## config.mk

```make
export PLATFORM = sky130hd
export DESIGN_NAME = inst_fetch_buffer
export DESIGN_NICKNAME = d
export VERILOG_FILES = /design/src/rtl/inst_fetch_buffer.sv
export SDC_FILE = /design/constraint.sdc
export NUM_CORES = 1
export LEC_CHECK = 0
export CORE_ASPECT_RATIO = 1.25
export CORE_MARGIN = 5
export CORE_UTILIZATION = 40
export DETAILED_ROUTE_END_ITERATION = 6
export HOLD_SLACK_MARGIN = 0.15
export PLACE_DENSITY = 0.6
export SETUP_SLACK_MARGIN = 0.3
export SLEW_MARGIN = 20
export SYNTH_ARGS = -nofsm -noshare
export SYNTH_HDL_FRONTEND = slang
export SYNTH_SLANG_ARGS = --single-unit
```

## constraint.sdc

```tcl
create_clock -name clk -period 15.1 [get_ports clk]
set_input_delay 3.02 -clock clk [delete_from_list [all_inputs] [get_ports clk]]
set_output_delay 3.02 -clock clk [all_outputs]
set_load 0.02 [all_outputs]
```

## src/rtl/inst_fetch_buffer.sv

```systemverilog
// ---------------------------------------------------------------------------
// inst_fetch_buffer
//
// Decoupling FIFO between fetch (PC register + instruction memory) and decode.
// Each accepted {pc, inst} pair is stored in a circular buffer and presented
// to decode through a valid/ready handshake. Occupancy drives a stall back to
// the PC register early enough to cover the one-cycle fetch latency, and a
// flush discards everything buffered so decode never sees wrong-path code.
//
// Ports:
//   clk          system clock, all state changes on the rising edge
//   rst          synchronous active-high reset, outranks flush and handshakes
//   flush_i      branch taken / pipeline flush, empties the buffer
//   if_valid_i   fetch offers an instruction this cycle
//   if_pc_i      PC of the offered instruction
//   if_inst_i    offered instruction word
//   stall_o      hold the PC register (occupancy at/above STALL_THRESH)
//   full_o       buffer holds DEPTH entries
//   id_valid_o   head entry is valid for decode
//   id_pc_o      PC of head entry (zero when empty)
//   id_inst_o    instruction of head entry (zero when empty)
//   id_ready_i   decode accepts the head entry this cycle
//   count_o      current occupancy
// ---------------------------------------------------------------------------
module inst_fetch_buffer #(
    parameter int DEPTH        = 4,
    parameter int ADDR_WIDTH   = 32,
    parameter int DATA_WIDTH   = 32,
    parameter int STALL_THRESH = 2
) (
    input  logic                     clk,
    input  logic                     rst,
    input  logic                     flush_i,
    input  logic                     if_valid_i,
    input  logic [ADDR_WIDTH-1:0]    if_pc_i,
    input  logic [DATA_WIDTH-1:0]    if_inst_i,
    output logic                     stall_o,
    output logic                     full_o,
    output logic                     id_valid_o,
    output logic [ADDR_WIDTH-1:0]    id_pc_o,
    output logic [DATA_WIDTH-1:0]    id_inst_o,
    input  logic                     id_ready_i,
    output logic [$clog2(DEPTH):0]   count_o
);

    localparam int PTR_W = $clog2(DEPTH);
    localparam int CNT_W = PTR_W + 1;

    logic [ADDR_WIDTH-1:0] r_pcMem   [DEPTH];
    logic [DATA_WIDTH-1:0] r_instMem [DEPTH];
    logic [PTR_W-1:0]      r_wp;
    logic [PTR_W-1:0]      r_rp;
    logic [CNT_W-1:0]      r_cnt;

    logic w_push;
    logic w_pop;
    logic w_notEmpty;

    // Handshake qualification. A full buffer refuses a push even when a pop
    // frees a slot in the same cycle, and flush suppresses both sides.
    always_comb begin
        w_notEmpty = (r_cnt != '0);
        w_push     = if_valid_i && !full_o && !flush_i;
        w_pop      = w_notEmpty && id_ready_i && !flush_i;
    end

    // Pointer and occupancy state. Pointers wrap naturally because DEPTH is
    // a power of two.
    always_ff @(posedge clk) begin
        if (rst) begin
            r_wp  <= '0;
            r_rp  <= '0;
            r_cnt <= '0;
        end else if (flush_i) begin
            r_wp  <= '0;
            r_rp  <= '0;
            r_cnt <= '0;
        end else begin
            if (w_push) begin
                r_wp <= r_wp + PTR_W'(1);
            end
            if (w_pop) begin
                r_rp <= r_rp + PTR_W'(1);
            end
            r_cnt <= r_cnt + CNT_W'(w_push) - CNT_W'(w_pop);
        end
    end

    // Storage array; contents are don't-care after reset since the counter
    // gates every read, so no reset is applied here.
    always_ff @(posedge clk) begin
        if (!rst && w_push) begin
            r_pcMem[r_wp]   <= if_pc_i;
            r_instMem[r_wp] <= if_inst_i;
        end
    end

    // Outputs are pure functions of state, except stall which is released
    // during a flush so the branch target can load into the PC.
    always_comb begin
        id_valid_o = w_notEmpty;
        id_pc_o    = '0;
        id_inst_o  = '0;
        if (w_notEmpty) begin
            id_pc_o   = r_pcMem[r_rp];
            id_inst_o = r_instMem[r_rp];
        end
        full_o  = (r_cnt == CNT_W'(DEPTH));
        stall_o = (r_cnt >= CNT_W'(STALL_THRESH)) && !flush_i;
        count_o = r_cnt;
    end

endmodule
```

==> results_dict.tcl, run 1 <==
set metrics [dict create \
    startpoint "flush_i" \
    area_growth_pct 25.1 \
    clock_skew_ns 0.00477 \
    synthSimpleGateAreaFrac_pct 5.01 \
    grt_first_pass_wirelength_mm 31.7 \
    min_from "r_wp[0]" \
    synth-compound-area-share_pct 0.208 \
    synthXorXnorAreaFrac_pct 0.257 \
    synth_top_family_by_area "multiplexers" \
    synth_nets 536 \
    num_rows 65 \
    io_pins 139 \
    layout-drive-gt1-share_pct 18.8 \
    clock_sinks 265 \
    endpoint_kind "primary output" \
    fp.coreArea_um2 25200 \
    cts_hold_buf 0 \
    ys.flop_type "edfxtp_1" \
    period_needed_ns 7.42 \
    final_area_um2 12800 \
    layout.nets 687 \
    worst_slew_pin_slew_ns 1.02 \
    outcome "completed" \
    cp.buffers_inverters 2 \
    hold_end "r_wp[0]" \
    cts_tree "done" \
    clockRootBuffer "clkbuf_16" \
    ys_seq_elements 265 \
    synth_area_per_cell_um2 22.3 \
    postCtsSetupBuffers 0 \
    muxShareOfSynthArea_pct 14.4 \
    fin_crit_sh_pct 49.1 \
    path_common_cell "clkdlybuf4s50_1" \
    r2r-end "count_o[2]" \
    ant_nets 0 \
    grt_max_degree 66 \
    die-height_um 189 \
    antenna_cells 0 \
    yosys.area.top_type "edfxtp_1" \
    dpl_cell_area_um2 11900 \
    peakVddDrop_uv 80.5 \
    clockBufferDepth 3 \
    slew_violations 0 \
    syn-instance-count 459 \
    io_buffers 138 \
    reg2reg_depth 9 \
    hold_path_depth 2 \
    dp_hpwl_mm 11.7 \
    synthAdderAreaFrac_pct 1.05 \
    cts.clk_slew.worst_paths_ns 0.06 \
    grt_pass1_vias 5554 \
    setup_violations 0 \
    r2r-start "count_o[1]" \
    clkLatencyLatePin_ns 0.50 \
    antenna_found_initial 2 \
    die-area_um2 28900 \
    clock.fmax_ghz 0.135 \
    num_vias 4815 \
    routabilityCongestion 0.725 \
    post-place-ws_ns 7.70 \
    detail_route.wl_per_cell_um 20.7 \
    synth_commonest_cells "edfxtp_1 (256), and2_1 (65), mux4_2 (60)" \
    yosysWarningCount 0 \
    start_util_pct 40.6 \
    cpMaxStageDelayCell "clkdlybuf4s50_1" \
    synth_enable_flop_cells 256 \
    cp_max_fo 9 \
    setup_tns_ns 0 \
    synth.top_cell.area_share_pct 75.1 \
    max_cap_violations 0 \
    ys_seq_area_share_pct 76.8 \
    synth_area_um2 10200 \
    h-tree-depth 1 \
    drc 0 \
    via_per_inst 5.00 \
    required_ns 12.08 \
    crit_chain "clkdlybuf4s50_1, a21oi_1, clkdlybuf4s50_1" \
    drt_iter0_drc 208 \
    drt-total-wl_mm 19.9 \
    slew_headroom_pct 32.1 \
    grt_use_total_pct 13.9 \
    path_delay_family "buffers and inverters" \
    r2r_setup_slack_ns 12.61 \
    cpPeakStageDelay_ns 0.63 \
    arrival_ns 4.40 \
    finalWorstSetupSlack_ns 7.68 \
    hold_path.class "flop to flop" \
    ys_top_cells_by_area "edfxtp_1 (75%), mux4_2 (13%), and2_1 (4.0%)" \
    power_density_nw_per_um2 120 \
    p_leak_nw 4.03 \
    numCtsBuffers 25 \
    synthDistinctLibCells 25 \
    rsz0062_at_grt "no" \
    cts_resized 0 \
    fin_util_pct 50.8 \
    hold_violations 0 \
    dr.pass1.iters 4 \
    gr-total-overflow 0 \
    crit_type "input pin to primary output" \
    yosysMostFrequentCell "edfxtp_1" \
    start_kind "input pin" \
    synth-async-reset-ratio_pct 0 \
    die_w_um 153 \
]
## worst max path at each step
stage                                 end  slack (ns)  depth (start not counted)
after global routing              stall_o        7.60                          3
after CTS                         stall_o        7.69                          3
after floorplan           r_instMem[0][0]        6.11                          4
final                             stall_o        7.68                          3
after detailed placement          stall_o        7.70                          3
after global placement            stall_o        7.72                          3
## cell type report
class,count,area [um2]
Clock buffer,32,702
Clock inverter,13,165
Fill cell,2070,12400
Inverter,6,22.5
Multi-Input combinational cell,164,2170
Sequential cell,265,7880
Tap cell,335,419
Timing Repair Buffer,148,1460
## through the flow
step / hold WS (ns) / instances / total power [W]
2_1_floorplan: 0.471 / 459 / 0.000866
3_3_place_gp: 0.479 / 918 / 0.000909
3_5_place_dp: 0.502 / 918 / 0.000912
4_1_cts: 0.511 / 963 / 0.00157
5_1_grt: 0.540 / 963 / 0.00160
6_report: 0.508 / 963 / 0.00154
## power breakdown
group	internal [W]	leakage, nW	switching [W]	total [W]
Combinational	0.0000414	1.22	0.0000377	0.0000791
Sequential	0.000813	2.39	0.00000278	0.000816
Clock	0.000395	0.430	0.000253	0.000648
## sequential cells by signal, summed over array words and instances (netlist names), named ones only
signal,flops
count_o,3
r_pcMem,128
r_wp,2
r_instMem,128
r_rp,2
## per-layer routing
layer  up-vias  routed length, um  part of all wire (%)  GRT usage, %
met3        32                963                   4.8          2.79
met2       101              11000                    55          25.7
li1       2154                  -                     -             -
met4         4                344                   1.7          3.26
met1      2524               7580                    38          16.7
met5         -                 22                  0.11             0
## worst min-delay path: cells and delay by family, from the launching register on
family,cells,cell delay (ns)
multiplexers,1,0.06
AND/OR/NAND/NOR,1,0.07
flip-flops,1,0.34
## cell usage in the layout (no fill, tap or decap), drive strengths merged
cell type / netlist / routed
or3: 2 / 2
clkinv: 0 / 8
nor3: 5 / 5
dfxtp: 9 / 9
clkbuf: 10 / 32
or3b: 1 / 1
edfxtp: 256 / 256
xor2: 2 / 2
fa: 1 / 1
nand2: 4 / 4
o31ai: 1 / 1
clkinvlp: 0 / 1
nor2: 2 / 2
buf: 14 / 10
a21oi: 1 / 1
mux2i: 2 / 2
mux4: 64 / 64
ha: 7 / 7
o311ai: 1 / 1
inv: 6 / 6
xnor2: 1 / 1
clkdlybuf4s50: 0 / 138
bufinv: 0 / 4
nor3b: 5 / 5
and2: 65 / 65
## cell families after synthesis
kind of cell | count (synthesis)
xor gates and xnor gates | 3
buffers and inverters | 30
AOI/OAI and AO/OA | 3
adders and majority gates | 8
muxes | 66
and+or+nand+nor | 84
DFF | 265
No activity file was read; power rests on OpenSTA's default activity.
==> inputs of run 2 (changes only) <==
PLACE_DENSITY = 0.63   (was 0.6)
clock period = 6.6 ns   (was 15.1 ns; I/O delays follow)
==> run 2 against run 1 <==
  * Utilization fell by 0.15 points
  * Die area did not move
  * Critical endpoint is now id_pc_o[31]
  * Clock-buffer cell count fell by 3
==> results_dict.tcl, run 2 (same netlist as run 1, synthesis figures left out) <==
set metrics [dict create \
    arrival_ns 2.82 \
    grt_pass1_vias 5485 \
    endpoint_kind "primary output" \
    rsz0062_at_grt "no" \
    drc 0 \
    grt_max_degree 66 \
    reg2reg_depth 9 \
    drt_iter0_drc 261 \
    ant_nets 0 \
    max_cap_violations 0 \
    io_buffers 138 \
    cts_resized 0 \
    hold_violations 0 \
    start_util_pct 40.6 \
    crit_path_end "id_pc_o[31]" \
    r2r-start "count_o[1]" \
    area_growth_pct 24.7 \
    setup_tns_ns 0 \
    outcome "completed" \
    gr-total-overflow 0 \
    layout-drive-gt1-share_pct 17.8 \
    via_per_inst 5.05 \
    die-area_um2 28900 \
    p_leak_nw 3.99 \
    finalHoldWorstSlack_ns 0.531 \
    cts_hold_buf 0 \
    dr.pass1.iters 6 \
    num_rows 65 \
    antenna_cells 0 \
    crit_type "flop to primary output" \
    clock_sinks 265 \
    worst_slew_pin_slew_ns 0.998 \
    postCtsSetupBuffers 0 \
    slew_violations 0 \
    io_pins 139 \
    die-height_um 189 \
    clockRootBuffer "clkbuf_16" \
    cts_tree "done" \
    clkLatencyLatePin_ns 0.52 \
    antenna_found_initial 2 \
    grt_use_total_pct 13.7 \
    required_ns 5.28 \
    clock_skew_ns 0.0252 \
    layout.nets 687 \
    r2r_setup_slack_ns 4.16 \
    slew_headroom_pct 33.5 \
    setup_violations 0 \
    layout_commonest_cell "edfxtp_1" \
    clock.fmax_ghz 0.242 \
    cp_max_fo 20 \
    period_needed_ns 4.14 \
    r2r-end "count_o[2]" \
    numCtsBuffers 25 \
    power_density_nw_per_um2 270 \
    dp_hpwl_mm 12.0 \
    fin_crit_sh_pct 62.7 \
    die_w_um 153 \
    drt-total-wl_mm 20.1 \
    num_vias 4870 \
    fp.coreArea_um2 25200 \
    start_kind "flop" \
    routabilityCongestion 0.711 \
    detail_route.wl_per_cell_um 20.8 \
    final_cell_mix "edfxtp_1 (256), clkdlybuf4s50_1 (138), and2_1 (65), mux4_2 (60), clkbuf_16 (25)" \
    h-tree-depth 1 \
    cts.clk_slew.worst_paths_ns 0.06 \
    min_from "r_wp[0]" \
    grt_first_pass_wirelength_mm 31.3 \
    peakVddDrop_uv 162 \
    clockBufferDepth 3 \
    hold_path.class "flop to flop" \
]
==> run 2: power breakdown <==
part           switching [W]  total [W]  internal, W
sequential        0.00000596    0.00187      0.00186
clock               0.000587    0.00140     0.000813
combinational      0.0000876   0.000183    0.0000950
==> run 2: cell type report <==
type                       instances  area, um2
clock buffer                      29        641
clock inverter                    17        164
fill                            2069      12400
inverter                           6       22.5
multi-input combinational        164       2170
sequential                       265       7880
tap                              335        419
timing repair buffer             148       1480
==> run 2: worst max-delay path: stages, from the launching register on <==
cell and delay [ns]:
dfxtp_4 0.63, buf_4 0.39, mux4_1 0.58, and2_1 0.16
clkdlybuf4s50_1 0.54
==> run 2: through the flow <==
stage               worst slack, ns  area (um2)  instances  util, %  power (W)
global route                   2.26       12800        964     50.6    0.00357
CTS                            1.85       12700        963     50.5    0.00349
global placement               2.39       11900        917     47.3    0.00208
floorplan                    -0.694       10200        459        -    0.00198
detailed placement             2.40       11900        917     47.3    0.00209
finish                         2.46       12800        964     50.6    0.00345
==> run 2: how the worst min path moves through the flow <==
stage,end,slack (ns),cells past startpoint
after floorplan,r_wp[1],0.47,2
after global placement,r_wp[1],0.48,2
after detailed placement,r_wp[1],0.52,2
after CTS,r_wp[1],0.52,2
after global routing,r_wp[0],0.55,2
final,r_wp[0],0.53,2
==> run 2: metal layers <==
metal	share of wire [%]	track usage, %	vias up	wire (um)
met5	0.13	0	-	27
met4	2.1	3.87	4	428
met3	4.8	2.65	34	967
met2	52	24.5	120	10500
met1	41	17.2	2540	8140
li1	-	-	2172	-
